==> src/rtl/rate_limiter_pkg.sv <==
// Shared types and constants for the token-bucket rate limiter.
// The state encoding is visible on the status port so software and the bench can observe it.
package rate_limiter_pkg;

  typedef enum logic [1:0] {
    ST_IDLE = 2'd0,
    ST_WAIT = 2'd1,
    ST_SEND = 2'd2
  } state_e;

  // Packet length in bytes sits in the low half-word of tuser on the first beat.
  localparam int TUSER_LEN_LO = 0;
  localparam int TUSER_LEN_HI = 15;

endpackage

==> src/rtl/rate_limiter_if.sv <==
// AXI4-Stream bundle used on both sides of the rate limiter.
interface rate_limiter_if #(
  parameter int DATA_W = 256,
  parameter int USER_W = 128
);
  logic [DATA_W-1:0]   tdata;
  logic [DATA_W/8-1:0] tstrb;
  logic [USER_W-1:0]   tuser;
  logic                tvalid;
  logic                tready;
  logic                tlast;

  modport master (output tdata, tstrb, tuser, tvalid, tlast, input tready);
  modport slave  (input tdata, tstrb, tuser, tvalid, tlast, output tready);
endinterface

==> src/rtl/rate_limiter_token_bucket.sv <==
// Saturating byte bucket: refills every cycle, debits on packet admission, reports tokens >= len.
// Kept standalone so a per-port limiter can instantiate one bucket per port.
module rate_limiter_token_bucket #(
  parameter int W = 32
) (
  input  logic         clk,
  input  logic         rst_n,
  input  logic         sw_rst,
  input  logic         rl_en,
  input  logic [W-1:0] refill_val,
  input  logic [W-1:0] bucket_max,
  input  logic [W-1:0] debit,
  input  logic [15:0]  len,
  output logic [W-1:0] tokens,
  output logic         ok
);

  // One extra bit holds tokens + refill without wrapping; debit never exceeds tokens.
  logic [W:0] sum;

  assign sum = {1'b0, tokens} - {1'b0, debit} + {1'b0, refill_val};
  assign ok  = tokens >= W'(len);

  always_ff @(posedge clk or negedge rst_n) begin
    if (!rst_n) begin
      tokens <= '0;
    end else if (sw_rst) begin
      // NOTE: sequential state uses <= so every flop samples pre-edge values regardless of statement order.
      tokens <= '0;
    end else if (!rl_en) begin
      tokens <= bucket_max;
    end else if (sum > {1'b0, bucket_max}) begin
      tokens <= bucket_max;
    end else begin
      tokens <= sum[W-1:0];
    end
  end

endmodule

==> src/rtl/rate_limiter.sv <==
// Token-bucket packet admission for the TX path: a packet starts only when the bucket covers its
// length, then streams through with zero latency. Holds the admission FSM and the handshake gating.
module rate_limiter
  import rate_limiter_pkg::*;
#(
  parameter int C_M_AXIS_DATA_WIDTH  = 256,
  parameter int C_S_AXIS_DATA_WIDTH  = 256,
  parameter int C_M_AXIS_TUSER_WIDTH = 128,
  parameter int C_S_AXIS_TUSER_WIDTH = 128,
  parameter int C_S_AXI_DATA_WIDTH   = 32
) (
  input  logic                          axi_aclk,
  input  logic                          axi_aresetn,
  rate_limiter_if.slave                 s_axis,
  rate_limiter_if.master                m_axis,
  input  logic                          sw_rst,
  input  logic                          rl_en,
  input  logic [C_S_AXI_DATA_WIDTH-1:0] refill_val,
  input  logic [C_S_AXI_DATA_WIDTH-1:0] bucket_max,
  output logic [C_S_AXI_DATA_WIDTH-1:0] tokens,
  output state_e                        state
);

  localparam int M_STRB_W = C_M_AXIS_DATA_WIDTH / 8;

  state_e                          state_d;
  logic                            pass;
  logic                            fwd;
  logic                            admit;
  logic                            ok;
  logic                            bucket_ok;
  logic [15:0]                     len;
  logic [C_S_AXI_DATA_WIDTH-1:0]   debit;
  logic [C_S_AXIS_DATA_WIDTH-1:0]  data_in;
  logic [C_S_AXIS_TUSER_WIDTH-1:0] user_in;

  assign data_in = s_axis.tdata;
  assign user_in = s_axis.tuser;
  assign len     = user_in[TUSER_LEN_HI:TUSER_LEN_LO];
  assign ok      = ~rl_en | bucket_ok;

  always_ff @(posedge axi_aclk or negedge axi_aresetn) begin
    if (!axi_aresetn) state <= ST_IDLE;
    else              state <= state_d;
  end

  always_comb begin
    // NOTE: every output gets a default first, so no path leaves a value held and no latch is inferred.
    state_d = state;
    pass    = 1'b0;
    admit   = 1'b0;
    case (state)
      ST_IDLE, ST_WAIT: begin
        // A soft reset only retires a waiting packet; it never cuts one already streaming.
        if (sw_rst) begin
          state_d = ST_IDLE;
        end else if (s_axis.tvalid) begin
          if (ok) begin
            pass = 1'b1;
            if (m_axis.tready) begin
              admit   = 1'b1;
              state_d = s_axis.tlast ? ST_IDLE : ST_SEND;
            end
          end else begin
            state_d = ST_WAIT;
          end
        end
      end
      ST_SEND: begin
        pass = 1'b1;
        if (s_axis.tvalid && m_axis.tready && s_axis.tlast) state_d = ST_IDLE;
      end
      default: state_d = ST_IDLE;
    endcase
  end

  // Both handshake directions stay low while the global reset is asserted.
  assign fwd   = pass & axi_aresetn;
  assign debit = (admit & rl_en) ? C_S_AXI_DATA_WIDTH'(len) : '0;

  assign m_axis.tdata  = C_M_AXIS_DATA_WIDTH'(data_in);
  assign m_axis.tstrb  = M_STRB_W'(s_axis.tstrb);
  assign m_axis.tuser  = C_M_AXIS_TUSER_WIDTH'(user_in);
  assign m_axis.tlast  = s_axis.tlast;
  assign m_axis.tvalid = s_axis.tvalid & fwd;
  assign s_axis.tready = m_axis.tready & fwd;

  rate_limiter_token_bucket #(
    .W (C_S_AXI_DATA_WIDTH)
  ) u_bucket (
    .clk        (axi_aclk),
    .rst_n      (axi_aresetn),
    .sw_rst     (sw_rst),
    .rl_en      (rl_en),
    .refill_val (refill_val),
    .bucket_max (bucket_max),
    .debit      (debit),
    .len        (len),
    .tokens     (tokens),
    .ok         (bucket_ok)
  );

endmodule

==> src/flat_wrapper.sv <==
// flat-port wrapper written by rule: the top's interface ports become plain ports
module rate_limiter_flat import rate_limiter_pkg::*;
#(
  parameter int C_M_AXIS_DATA_WIDTH  = 256,
  parameter int C_S_AXIS_DATA_WIDTH  = 256,
  parameter int C_M_AXIS_TUSER_WIDTH = 128,
  parameter int C_S_AXIS_TUSER_WIDTH = 128,
  parameter int C_S_AXI_DATA_WIDTH   = 32
)
  (axi_aclk, axi_aresetn, sw_rst, rl_en, refill_val, bucket_max, tokens, state, s_axis_tdata, s_axis_tstrb, s_axis_tuser, s_axis_tvalid, s_axis_tlast, s_axis_tready, m_axis_tdata, m_axis_tstrb, m_axis_tuser, m_axis_tvalid, m_axis_tlast, m_axis_tready);
  rate_limiter_if #(.DATA_W(256), .USER_W(128)) s_axis_i ();
  rate_limiter_if #(.DATA_W(256), .USER_W(128)) m_axis_i ();
  input  logic axi_aclk;
  input  logic axi_aresetn;
  input  logic sw_rst;
  input  logic rl_en;
  input  logic [C_S_AXI_DATA_WIDTH-1:0] refill_val;
  input  logic [C_S_AXI_DATA_WIDTH-1:0] bucket_max;
  output logic [C_S_AXI_DATA_WIDTH-1:0] tokens;
  output state_e state;
  input wire logic [$bits(s_axis_i.tdata)-1:0] s_axis_tdata;
  input wire logic [$bits(s_axis_i.tstrb)-1:0] s_axis_tstrb;
  input wire logic [$bits(s_axis_i.tuser)-1:0] s_axis_tuser;
  input wire logic [$bits(s_axis_i.tvalid)-1:0] s_axis_tvalid;
  input wire logic [$bits(s_axis_i.tlast)-1:0] s_axis_tlast;
  output wire logic [$bits(s_axis_i.tready)-1:0] s_axis_tready;
  output wire logic [$bits(m_axis_i.tdata)-1:0] m_axis_tdata;
  output wire logic [$bits(m_axis_i.tstrb)-1:0] m_axis_tstrb;
  output wire logic [$bits(m_axis_i.tuser)-1:0] m_axis_tuser;
  output wire logic [$bits(m_axis_i.tvalid)-1:0] m_axis_tvalid;
  output wire logic [$bits(m_axis_i.tlast)-1:0] m_axis_tlast;
  input wire logic [$bits(m_axis_i.tready)-1:0] m_axis_tready;
  assign s_axis_i.tdata = s_axis_tdata;
  assign s_axis_i.tstrb = s_axis_tstrb;
  assign s_axis_i.tuser = s_axis_tuser;
  assign s_axis_i.tvalid = s_axis_tvalid;
  assign s_axis_i.tlast = s_axis_tlast;
  assign s_axis_tready = s_axis_i.tready;
  assign m_axis_tdata = m_axis_i.tdata;
  assign m_axis_tstrb = m_axis_i.tstrb;
  assign m_axis_tuser = m_axis_i.tuser;
  assign m_axis_tvalid = m_axis_i.tvalid;
  assign m_axis_tlast = m_axis_i.tlast;
  assign m_axis_i.tready = m_axis_tready;
  rate_limiter #(.C_M_AXIS_DATA_WIDTH(C_M_AXIS_DATA_WIDTH), .C_S_AXIS_DATA_WIDTH(C_S_AXIS_DATA_WIDTH), .C_M_AXIS_TUSER_WIDTH(C_M_AXIS_TUSER_WIDTH), .C_S_AXIS_TUSER_WIDTH(C_S_AXIS_TUSER_WIDTH), .C_S_AXI_DATA_WIDTH(C_S_AXI_DATA_WIDTH)) u_core (.axi_aclk(axi_aclk), .axi_aresetn(axi_aresetn), .s_axis(s_axis_i), .m_axis(m_axis_i), .sw_rst(sw_rst), .rl_en(rl_en), .refill_val(refill_val), .bucket_max(bucket_max), .tokens(tokens), .state(state));
endmodule
==> config.mk <==
export PLATFORM = sky130hd
export DESIGN_NAME = rate_limiter_flat
export DESIGN_NICKNAME = d
export VERILOG_FILES = /design/src/rtl/rate_limiter_pkg.sv /design/src/rtl/rate_limiter_if.sv /design/src/rtl/rate_limiter_token_bucket.sv /design/src/rtl/rate_limiter.sv /design/src/flat_wrapper.sv
export SDC_FILE = /design/constraint.sdc
export NUM_CORES = 1
export LEC_CHECK = 0
export BUFFER_PORTS_ARGS = -buffer_cell sky130_fd_sc_hd__buf_2
export CAP_MARGIN = 20
export CORE_AREA = 2 2 366 368
export CTS_CLUSTER_SIZE = 28
export DETAILED_ROUTE_END_ITERATION = 10
export DIE_AREA = 0 0 368 370
export GPL_ROUTABILITY_DRIVEN = 0
export SYNTH_ARGS = -nofsm -noshare
export SYNTH_HDL_FRONTEND = slang
export SYNTH_HIERARCHICAL = 1
export SYNTH_SLANG_ARGS = --single-unit
export TNS_END_PERCENT = 50
==> constraint.sdc <==
create_clock -name axi_aclk -period 7.1 [get_ports axi_aclk]
set_input_delay 0.71 -clock axi_aclk [delete_from_list [all_inputs] [get_ports axi_aclk]]
set_output_delay 0.71 -clock axi_aclk [all_outputs]
set_load 0.01 [all_outputs]
==> out/metrics.yaml <==
seqPwrFrac_pct: 8.5
cts_tree: "done"
final_area_sq_um: 10100
initial_core_util_pct: 6.63
critPathKind: "primary input to register"
syn_area_sq_um: 8780
grt_pass1_vias: 7104
critical_path.max_stage_delay_ns: 0.48
pwr-share-comb_pct: 84.2
reg2reg_depth: 38
drv_cap: 0
synth_cells: 1138
clock-sinks: 34
avgSynthCellArea_sq_um: 7.72
status: "complete, no violations"
worst_ir_drop_vdd_uv: 155
dp_hpwl_microns: 57700
critPathTopFamily: "compound AO/OA/AOI/OAI gates"
crit_path_end_kind: "register"
worst_hold_slack_ns: 0.486
sw_frac_of_total_pct: 48.2
place_area_sq_um: 9390
syn_to_final_growth_pct: 15.0
die_w_microns: 368
grt_pass1_wl_microns: 77300
switchingPower_w: 0.00181
num_vias: 7117
drc: 0
yosysUniqueCellTypes: 54
insertion_delay_ns: 0.30
power_frac_clock_pct: 7.2
yosysTopAreaCellShare_pct: 35.7
crit_slowest_cell: "fa_1"
tightest_slew_ns: 0.681
grt_usage_pct: 8.86
relSlewSlack_pct: 54.2
met3_usage_pct: 10.7
synth_top_area_cell: "buf_4"
timing.fmax_mhz: 142
cp.required_ns: 7.26
hold_buffers: 0
cp.depth: 38
die_h_microns: 370
synth_edf_count: 0
drt_iter0_markers: 365
clockBufferDepth: 2
hold_viol: 0
wl_microns: 63100
ys.flop_type: "dfrtp_1"
nFillCells: 15600
antenna_found_initial: 39
drt-wirelength-per-cell_microns: 22.8
clk_pin_slew_worst_paths_ns: 0.07
p_leak_nw: 4.46
ant_nets: 0
cts_buffers: 5
fin_skew_ns: 0.0132
finalWorstSetupSlack_ns: 0.0573
drive_gt1_share_pct: 34.0
num-nets-final: 1596
vias_per_cell: 2.57
setup_viol_count_final: 0
place_ws_ns: -0.772
grt_util_met2_pct: 13.2
io_pins: 940
cp.arrival_ns: 7.20
holdCritPathClass: "primary input to async pin"
top_usage_layer: "met2"
grt-ovfl-total: 0
synth_area_leaders: "buf_4, ha_1, dfrtp_1"
worst_path_most_repeated_cell: "o21ai_1"
p_per_area_nw_per_um2: 371
post-route-period-util_pct: 99.2
cp_max_fo: 7
crit_buf_inv: 6
ys_seq_elements: 34
clockRootBuffer: "clkbuf_16"
yosys_warnings: 6
min_period_ns: 7.04
core_area_sq_um: 132000
intPower_w: 0.00194
io_buffers: 139
grtUsageMet1_pct: 7.32
seq_area_frac_synth_pct: 9.69
async_reset_ff_share_pct: 100
h-tree-depth: 2
rsz0062_at_grt: "yes"
grt_max_degree: 37
start_kind: "primary input"
drv_slew: 0
dr.pass1.iters: 5
die_area_sq_um: 136000
num_rows: 134
## power by group through the flow
stage,Clock (W),Combinational (W),Sequential [W]
floorplan,0,0.00178,0.000319
global placement,0,0.00273,0.000323
detailed placement,0,0.00277,0.000323
CTS,0.000280,0.00305,0.000321
global route,0.000289,0.00347,0.000327
finish,0.000272,0.00316,0.000320
## flip-flops by register name (all words and copies together) (netlist names)
register	flops
u_core/state	2
u_core/u_bucket/tokens	32
## stage by stage
stage          total power, W  setup TNS, ns  utilization [%]  cells
2_1_floorplan         0.00210              0                -   1153
3_3_place_gp          0.00305         -20.42             7.09   2741
5_1_grt               0.00408          -5.51             7.62   2766
4_1_cts               0.00365              0             7.46   2760
6_report              0.00375              0             7.63   2767
3_5_place_dp          0.00309         -23.64             7.09   2741
## path summary, 6_finish.rpt
check | start | endpoint | slack [ns]
setup / recovery | s_axis_tuser[0] | u_core/u_bucket/tokens[9]$_DFF_PN0_ | 0.06
hold / removal | axi_aresetn | u_core/u_bucket/tokens[15]$_DFF_PN0_ | 0.49
setup reg to reg | u_core/u_bucket/tokens[0]$_DFF_PN0_ | u_core/u_bucket/tokens[9]$_DFF_PN0_ | 0.10
min in group axi_aclk | u_core/state[0]$_DFFE_PN0P_ | u_core/state[0]$_DFFE_PN0P_ | 0.61
max in group asynchronous | axi_aresetn | u_core/u_bucket/tokens[3]$_DFF_PN0_ | 6.22
hold reg to reg | u_core/state[0]$_DFFE_PN0P_ | u_core/state[0]$_DFFE_PN0P_ | 0.61
## what timing repair did
item	4_1_cts	5_1_grt
gates cloned	2	0
resized for setup	50	45
endpoints found under the setup margin	32	32
pin swaps	32	35
buffers inserted	10	7
endpoints found under the hold margin	0	0
## synth_stat cells, types with 4 or more instances
library cell,n
a211oi_1,6
a21o_1,21
a21oi_1,45
and2_1,17
buf_4,417
buf_6,4
clkbuf_1,8
dfrtp_1,34
fa_1,32
ha_1,81
inv_1,180
mux2i_1,33
nand2_1,25
nand2b_1,5
nand3_1,11
nand4_1,21
nor2_1,64
nor2b_1,5
nor3_1,17
nor4_1,5
o211ai_1,8
o21a_1,7
o21ai_0,23
xnor2_1,13
xor2_1,12
## final cells by class
class	count	area [sq um]	area share [%]
well taps	1768	2210	21.9
flip-flops and latches	34	851	8.42
diodes	2	5.00	0.0496
multi-input cells	508	4450	44.1
clock inverters	3	45.0	0.446
clock buffers	5	125	1.24
repair buffers	267	1730	17.1
inverters	180	676	6.69
## cells by family (layout without fill, tap and decap cells)
family	count (synthesis)	in the layout	share of synthesized area, %
buffers and inverters	611	455	44.3
and+or+nand+nor	181	181	10.3
AOI/OAI and AO/OA	139	139	10.2
adders and majority gates	113	113	18.8
muxes	34	34	4.02
DFF	34	34	9.69
xor gates and xnor gates	25	25	2.49
other	1	18	0.0427
## placed cells by master (no fill, tap or decap), drive strengths merged, types with 3 or more instances in the layout
cell    netlist  final
a221oi        3      3
xor2         12     12
xnor2        13     13
a31oi         3      3
nand2b        5      5
nor2b         5      5
nand2        25     25
nand3        11     11
buf         423    266
inv         180    180
nor2         64     64
dfrtp        34     34
fa           32     32
conb          1     16
o21ai        25     25
clkbuf        8      6
and2         17     17
ha           81     81
nor3         17     17
mux2i        34     34
o211ai        9      9
a21oi        45     45
a21o         21     21
nor4          6      6
o21a          7      7
a211oi        6      6
nand4        21     21
a21boi        3      3
o31ai         3      3
## metal layers
layer / vias up / wire length, microns
met5: - / 613
met4: 46 / 1940
met1: 3180 / 17900
met3: 225 / 16100
li1: 2915 / -
met2: 751 / 26500
Note: power is estimated with default switching activity, not from simulation.
